**src/rtl/rewind_seq.sv**
```systemverilog
// Branch-mispredict rewind sequencer: walks the ROB from the tail back to the
// mispredicted branch, returning Tnew registers to the freelist WAY per cycle.
// Optional build macro REWIND_STATS_EN adds saturating rewind statistics.
module rewind_seq #(
  parameter int WAY       = 2,
  parameter int ROB_SIZE  = 32,
  parameter int ROB_IDX_W = 5,
  parameter int PR_W      = 6
) (
  input  logic                      clock,
  input  logic                      reset,
  input  logic                      flush_valid,
  input  logic [ROB_IDX_W-1:0]      flush_rob_idx,
  input  logic [ROB_IDX_W-1:0]      rob_tail,
  output logic [WAY*ROB_IDX_W-1:0]  rd_idx,
  input  logic [WAY*PR_W-1:0]       rd_T,
  output logic [$clog2(WAY+1)-1:0]  fl_num,
  output logic [WAY*PR_W-1:0]       fl_reg_T,
  output logic                      stall_dispatch,
  output logic                      busy,
  output logic                      rob_tail_set_valid,
  output logic [ROB_IDX_W-1:0]      rob_tail_set,
  output logic                      done
`ifdef REWIND_STATS_EN
  ,
  output logic [15:0]               stat_rewind_count,
  output logic [15:0]               stat_rewind_cycles
`endif
);

  localparam int CNT_W     = $clog2(WAY + 1);
  localparam int WAY_CLAMP = (WAY < ROB_SIZE) ? WAY : ROB_SIZE - 1;
  localparam logic [ROB_IDX_W-1:0] WAY_IDX = ROB_IDX_W'(WAY_CLAMP);

  typedef enum logic [1:0] {IDLE, WALK, DONE} state_t;

  state_t               state_q, state_d;
  logic [ROB_IDX_W-1:0] cur_q, cur_d;
  logic [ROB_IDX_W-1:0] stop_q, stop_d;
  logic [ROB_IDX_W-1:0] rem_q, rem_d;

  logic                 in_walk;
  logic                 in_done;
  logic [ROB_IDX_W-1:0] n;
  logic [ROB_IDX_W-1:0] cur_adv;
  logic [ROB_IDX_W-1:0] new_stop;
  logic [CNT_W-1:0]     fl_cnt;

  always_comb begin
    in_walk  = !reset && (state_q == WALK);
    in_done  = !reset && (state_q == DONE);
    n        = '0;
    if (in_walk) begin
      n = (rem_q < WAY_IDX) ? rem_q : WAY_IDX;
    end
    cur_adv  = cur_q - n;
    new_stop = flush_rob_idx + ROB_IDX_W'(1);

    state_d = state_q;
    cur_d   = cur_q;
    stop_d  = stop_q;
    rem_d   = rem_q;
    case (state_q)
      IDLE: begin
        if (flush_valid) begin
          cur_d   = rob_tail;
          stop_d  = new_stop;
          rem_d   = rob_tail - new_stop;
          state_d = (rem_d != '0) ? WALK : DONE;
        end
      end
      WALK: begin
        cur_d = cur_adv;
        rem_d = rem_q - n;
        // A retarget measures from the position after this cycle's slots.
        if (flush_valid) begin
          stop_d = new_stop;
          rem_d  = cur_adv - new_stop;
        end
        state_d = (rem_d != '0) ? WALK : DONE;
      end
      DONE: begin
        state_d = IDLE;
        if (flush_valid) begin
          stop_d  = new_stop;
          rem_d   = cur_q - new_stop;
          state_d = (rem_d != '0) ? WALK : DONE;
        end
      end
      default: state_d = IDLE;
    endcase
  end

  always_ff @(posedge clock) begin
    if (reset) begin
      state_q <= IDLE;
      cur_q   <= '0;
      stop_q  <= '0;
      rem_q   <= '0;
    end else begin
      state_q <= state_d;
      cur_q   <= cur_d;
      stop_q  <= stop_d;
      rem_q   <= rem_d;
    end
  end

  // Slot 0 is the oldest entry of this cycle's group, slot n-1 the youngest.
  genvar gi;
  generate
    for (gi = 0; gi < WAY; gi++) begin : g_slot
      logic slot_used;
      assign slot_used = in_walk && (ROB_IDX_W'(gi) < n);
      assign rd_idx[gi*ROB_IDX_W +: ROB_IDX_W] =
        slot_used ? (cur_adv + ROB_IDX_W'(gi)) : '0;
      assign fl_reg_T[gi*PR_W +: PR_W] =
        slot_used ? rd_T[gi*PR_W +: PR_W] : '0;
    end
  endgenerate

  always_comb begin
    fl_cnt = '0;
    for (int i = 0; i < WAY; i++) begin
      if (fl_reg_T[i*PR_W +: PR_W] != '0) begin
        fl_cnt = fl_cnt + CNT_W'(1);
      end
    end
  end

  assign fl_num             = fl_cnt;
  assign busy               = !reset && (state_q != IDLE);
  assign stall_dispatch     = flush_valid | busy;
  assign rob_tail_set_valid = in_done;
  assign rob_tail_set       = in_done ? stop_q : '0;
  assign done               = in_done;

`ifdef REWIND_STATS_EN
  logic [15:0] stat_count_q, stat_count_d;
  logic [15:0] stat_cycles_q, stat_cycles_d;

  always_comb begin
    stat_count_d  = stat_count_q;
    stat_cycles_d = stat_cycles_q;
    if (in_done && (stat_count_q != 16'hFFFF)) begin
      stat_count_d = stat_count_q + 16'd1;
    end
    if (in_walk && (stat_cycles_q != 16'hFFFF)) begin
      stat_cycles_d = stat_cycles_q + 16'd1;
    end
  end

  always_ff @(posedge clock) begin
    if (reset) begin
      stat_count_q  <= '0;
      stat_cycles_q <= '0;
    end else begin
      stat_count_q  <= stat_count_d;
      stat_cycles_q <= stat_cycles_d;
    end
  end

  assign stat_rewind_count  = stat_count_q;
  assign stat_rewind_cycles = stat_cycles_q;
`endif

endmodule

```
**config.mk**
```make
export PLATFORM = sky130hd
export DESIGN_NAME = rewind_seq
export DESIGN_NICKNAME = d
export VERILOG_FILES = /design/src/rtl/rewind_seq.sv
export SDC_FILE = /design/constraint.sdc
export NUM_CORES = 1
export LEC_CHECK = 0
export ABC_AREA = 1
export CELL_PAD_IN_SITES_DETAIL_PLACEMENT = 1
export CELL_PAD_IN_SITES_GLOBAL_PLACEMENT = 1
export CORE_AREA = 5 5 88 90
export CTS_CLUSTER_SIZE = 40
export DETAILED_ROUTE_END_ITERATION = 6
export DIE_AREA = 0 0 93 95
export GPL_ROUTABILITY_DRIVEN = 0
export GPL_TIMING_DRIVEN = 1
export PLACE_DENSITY = 0.78
export SETUP_SLACK_MARGIN = 0.02
export SLEW_MARGIN = 20
export SYNTH_ARGS = -nofsm -noshare
export SYNTH_HDL_FRONTEND = slang
export SYNTH_SLANG_ARGS = --single-unit
```
**constraint.sdc**
```tcl
create_clock -name clock -period 4.5 [get_ports clock]
set_clock_uncertainty 0.05 [all_clocks]
set_input_delay 0.9 -clock clock [delete_from_list [all_inputs] [get_ports clock]]
set_output_delay 0.9 -clock clock [all_outputs]
set_load 0.05 [all_outputs]
```
# After elaboration in Yosys (flattened, before gate mapping)
# Cells that the tools add are included.
# totals
regBits	17
output_inout_bits	33
word_cells	61
# classes
n_addsub	8
order_cmp	3
eq_ne	4
n_mux	22
bitwise_logic	1
n_reduce_logical	19
# ops
cell	n
2-to-1 mux 5 bit	10
subtractor 5 bit	5
case mux 5 bit (3 select lines)	1
nonzero test 5 bit	3
2-to-1 mux 2 bit	6
2-to-1 mux 6 bit	2
nonzero test 6 bit	2
adder 5 x 1 -> 5 bit, second input constant	2
< comparator 1 x 5 -> 1 bit, first input constant	2
case mux 5 bit (2 select lines)	1
case mux 2 bit (3 select lines)	1
logical AND 1 bit	5
< comparator 5 x 2 -> 1 bit, second input constant	1
inequality test 2 bit, second input constant	2
AND reduction 2 bit	2
nonzero test 2 bit	2
AND reduction 3 bit	1
nonzero test 3 bit	1
OR reduction 3 bit	1
adder 2 x 1 -> 2 bit, second input constant	1
== test 2 x 1 -> 1 bit, second input constant	1
== test 2 bit, second input constant	1
zero test 2 bit	1
zero test 1 bit	1
2 further kinds	2

# Longest topological paths before layout
# logic_depth
depth_word	10
depth_mapped	26
mapped_depth_nobuf	26

# Worst setup path after synthesis
# No wires, ideal clock.
# synth_timing
path_type	input -> output
from	input reset
to	output rd_idx[8]
arrival_time_ns	3.487
required_time_ns	3.550
setup_slack_ns	0.063
stages	7
cell_sequence	nor4_4 > ha_1 > inv_1 > fa_1 > xor2_1 > a31oi_1 > nor3_1
# synth_via
elab_chain_len	6
word_cells_on_any_way	8
# synth_lines
item	line_no	source
start: declaration	11	input logic reset,
zero test 1 bit (*)	50	in_walk = !reset && (state_q == WALK);
logical AND 1 bit (*)	50	
2-to-1 mux 5 bit	53	if (in_walk) begin
subtractor 5 bit or < comparator 1 x 5 -> 1 bit (tied branches)	56, 113	
adder 5 x 1 -> 5 bit or logical AND 1 bit (tied branches)	115, 113	
2-to-1 mux 5 bit (*)	115	slot_used ? (cur_adv + ROB_IDX_W'(gi)) : '0;
end: declaration	15	output logic [WAY*ROB_IDX_W-1:0] rd_idx,
# Every way passes the cells marked *; elsewhere a longest branch is shown, timed or not.

# Final worst setup path
# layout_timing
from	input reset
to	output rd_idx[9]
# Same word-level chain as after synthesis.

==> results.txt <==
----------------------------------------------------
[Status]
  Result of the run ... completed

[Yosys]
  Gate count after technology mapping ... 355
  Number of different library cells in the post-synthesis netlist ... 39
  Share of flip-flops with an asynchronous set or reset after synthesis ... 0
  Syn avg cell area ... 6.29 um2
  Register area share after synthesis ... 0.152
  Number of enable flip-flop cells after synthesis ... 0
  Leading register cell type out of synthesis ... dfxtp_1
  Total standard cell area after synthesis ... 2230 um2
  Count of yosys warnings during synthesis ... 0
  Number of storage elements in the synthesis netlist ... 17

[STA]
  Slew Viols, Final ... 0
  Upper clock frequency limit ... 0.232 GHz
  Post-route setup TNS ... 0 ns
  Portion of the clock cycle consumed by the worst path in the final layout ... 0.956
  Unrepaired setup endpoints after global routing ... no
  Final critical path time including I/O delays and setup ... 4.30 ns
  Relative slew margins ... 0.638
  Final setup vio count ... 0
  Measured slew at the worst slew-check pin ... 0.543 ns
  Worst setup slack after layout ... 0.199 ns
  Final-report hold violation count ... 0

[Global route]
  Overflow after GRT ... 0
  Global-route wire length before repair ... 12,100 um
  GR Util All Layers ... 0.169
  Number of global-route vias before repair ... 2,634
  Antenna violations before repair ... 0
  Maximum number of pins on one net before global-route repair ... 12

[Placement]
  Placed Area ... 3000 um2
  Number of input and output port buffers inserted ... 57
  Worst setup slack before clock tree synthesis ... 0.138 ns
  Placed cells ... 497
  Detailed-placement wirelength estimate ... 6140 um

[Die]
  Area of the placeable core ... 6980 um2
  Horizontal die dimension ... 93 um
  Die Y ... 95 um
  Die footprint ... 8840 um2
  I/O pin count ... 58
  Starting Density ... 0.320
  Number of placement rows ... 31

[Detailed routing]
  DR WL/cell ... 14.2 um
  DRC marker count from the first detailed-route iteration ... 87
  Final Routed Wirelength ... 7130 um
  Number of DRC violations after detailed routing ... 0
  Number of vias per cell after detailed routing ... 4.91
  Router iterations before antenna repair ... 4
  Routed Antenna Nets ... 0
  Via total after detailed routing ... 2,458

[Critical path]
  Kind of start point of the critical path ... input pin
  Critical path class ... input pin to output port
  Worst Setup EP ... rd_idx[9]
  Worst R2R Start ... state_q[1]
  Worst path most repeated cell ... ha_1
  Endpoint arrival time on the critical path ... 3.35 ns
  Category of the worst setup path capture point ... output port
  First element of the critical path ... reset
  Flop-to-flop setup slack ... 0.76 ns
  R2R Path End ... state_q[0]
  Required arrival time at the worst endpoint ... 3.55 ns
  Crit path buf inv count ... 3
  CP peak stage delay ... 0.61 ns
  Depth of the critical timing path with buffers and inverters included ... 10
  Cell-by-cell listing of the critical path ... clkdlybuf4s50_1 > nor4_4 > ha_1 > inv_1 > fa_2 > ha_1 > nand3_1 > o21ai_0 > a21oi_2 > buf_12
  Cell with the biggest individual delay on the critical path ... fa_2
  Count of cells along the worst register-to-register path ... 26
  Crit Path Max Fanout ... 5
  Critical path's top delay family ... adder cells

[Power and ir drop]
  Pwr/cell area ... 369 nW/um2
  Maximum vdd drop ... 201 uV
  Leakage power of the design ... 1.53 nW

[Clock network]
  Num CTS Buffers ... 3
  Level count of the clock H-tree ... 1
  Root buf cell ... clkbuf_8
  TritonCTS clock tree ... done
  Sink count of the clock tree ... 17
  Hold-fix buffers at CTS ... 0
  Clk_lat worst skew ... 0.26 ns
  Reg clk slew, reported paths ... 0.08 ns
  Max clock buf depth ... 2

[Layout]
  Antenna fix cells ... 0
  Post-Layout Inst Area ... 3050 um2
  Share of final-layout standard cells stronger than drive strength 1 ... 0.115
  Area growth from synthesis to layout ... 36.7%
  Post-layout net count ... 476
  Final non-filler cell total ... 501
  Post-layout util ... 0.437

[Worst hold path]
  Startpoint of the most critical hold path ... rem_q[3]
  Class of the worst hold path ... flop to flop

[Run]
  Max-cap violations ... 0

----------------------------------------------------
layer usage:
| layer | routed length [um] | GRT usage |
|---|---|---|
| met4 | 134 | 0.0598 |
| met1 | 3060 | 0.195 |
| met3 | 466 | 0.0351 |
| met5 | 0 | 0 |
| met2 | 3470 | 0.308 |
power breakdown:
part           total, mW  internal, mW  switching [mW]  leakage, nW
logic              0.808         0.308           0.500         1.36
clock network      0.121        0.0616          0.0594       0.0255
registers          0.198         0.175          0.0229        0.141
total               1.13         0.544           0.582         1.53
layout make-up:
| cell class | count | area (um2) |
|---|---|---|
| clock buffer | 3 | 41.3 |
| clock inverter | 1 | 5.00 |
| fill | 922 | 3930 |
| inverter | 70 | 265 |
| multi-input combinational | 264 | 1600 |
| sequential | 17 | 340 |
| tap | 82 | 103 |
| timing repair buffer | 64 | 696 |
worst reg2reg max path, cell delays in order, from the launching register on:
cell and delay [ns]:
dfxtp_1 0.42, inv_1 0.09, ha_1 0.22, inv_1 0.26, buf_4 0.22, nor2_2 0.07
nand2_8 0.09, ha_1 0.22, nand3_1 0.09, nand2_1 0.07, xnor2_1 0.28, inv_1 0.16
ha_1 0.39, nand2_1 0.11, nand2_1 0.05, nor2_1 0.09, nand2_1 0.05, nand2_1 0.10
inv_1 0.06, nand2_1 0.05, nand3_1 0.11, nand2_2 0.11, nand2_1 0.05, nand2_1 0.05
nand2_1 0.04, nand2_1 0.06, a21oi_2 0.05
registers in the layout, indices dropped and copies added, names as in the netlist:
register / cells
cur_q: 5
rem_q: 5
state_q: 2
stop_q: 5
synthesized netlist by cell type, types with 2 or more instances:
master / n / area share
o21ai_0: 20 / 0.045
nand2_2: 5 / 0.014
nand4_1: 3 / 0.0084
nor3_1: 3 / 0.0067
clkbuf_1: 2 / 0.0034
dfxtp_1: 17 / 0.15
a21oi_2: 2 / 0.0078
nor2_1: 38 / 0.064
a31oi_1: 3 / 0.0084
nand3b_1: 2 / 0.0067
nand2_1: 75 / 0.13
o21bai_1: 2 / 0.0067
ha_1: 26 / 0.15
xor2_1: 5 / 0.020
fa_1: 5 / 0.045
o211ai_1: 2 / 0.0067
o22ai_1: 2 / 0.0056
xnor2_1: 7 / 0.027
a21oi_1: 25 / 0.056
nand3_1: 21 / 0.047
buf_4: 2 / 0.0067
inv_1: 68 / 0.11
nor2_2: 4 / 0.011
metrics by stage:
stage	power, mW	hold WS (ns)
after floorplan	0.744	0.422
after detailed placement	1.01	0.448
after CTS	1.14	0.460
final	1.13	0.457
after global placement	0.986	0.443
after global routing	1.23	0.488
repair_timing:
item | 4_1_cts | 5_1_grt
buffers inserted | 0 | 0
gates resized for setup | 0 | 2
setup endpoints to repair | 0 | 2
cell usage in the layout, fill, tap and decap left out, drive strengths merged:
cell type       n
nor2           43
o21ai          21
nand4           3
xnor2           7
fa              5
mux2i           1
dfxtp          17
inv            70
nand2          81
a21oi          27
o22ai           2
nand3          22
nor4            2
clkdlybuf4s50  41
nand3b          2
buf            23
xor2            5
clkinv          1
ha             26
or2             1
conb            3
nor3            4
clkbuf          3
a31oi           3
o211ai          2
o21bai          2
a221oi          1
a21o            1
cells by family after synthesis:
family	Yosys count	share of synthesized area
buffers and inverters	76	0.136
AO/OA/AOI/OAI	59	0.146
AND/OR/NAND/NOR	158	0.322
XOR/XNOR	12	0.0471
flip-flops	17	0.152
adder cells (fa/ha/maj)	31	0.190
other	1	0.00168
multiplexers	1	0.00448
worst min-delay path by stage:
stage	to	slack, ns	depth (start not counted)
after floorplan	rem_q[3]	0.42	2
after global placement	rem_q[3]	0.44	2
after detailed placement	rem_q[3]	0.45	2
after CTS	rem_q[3]	0.46	2
after global routing	rem_q[3]	0.49	2
final	rem_q[3]	0.46	2
Note: power is estimated with default switching activity, not from simulation.
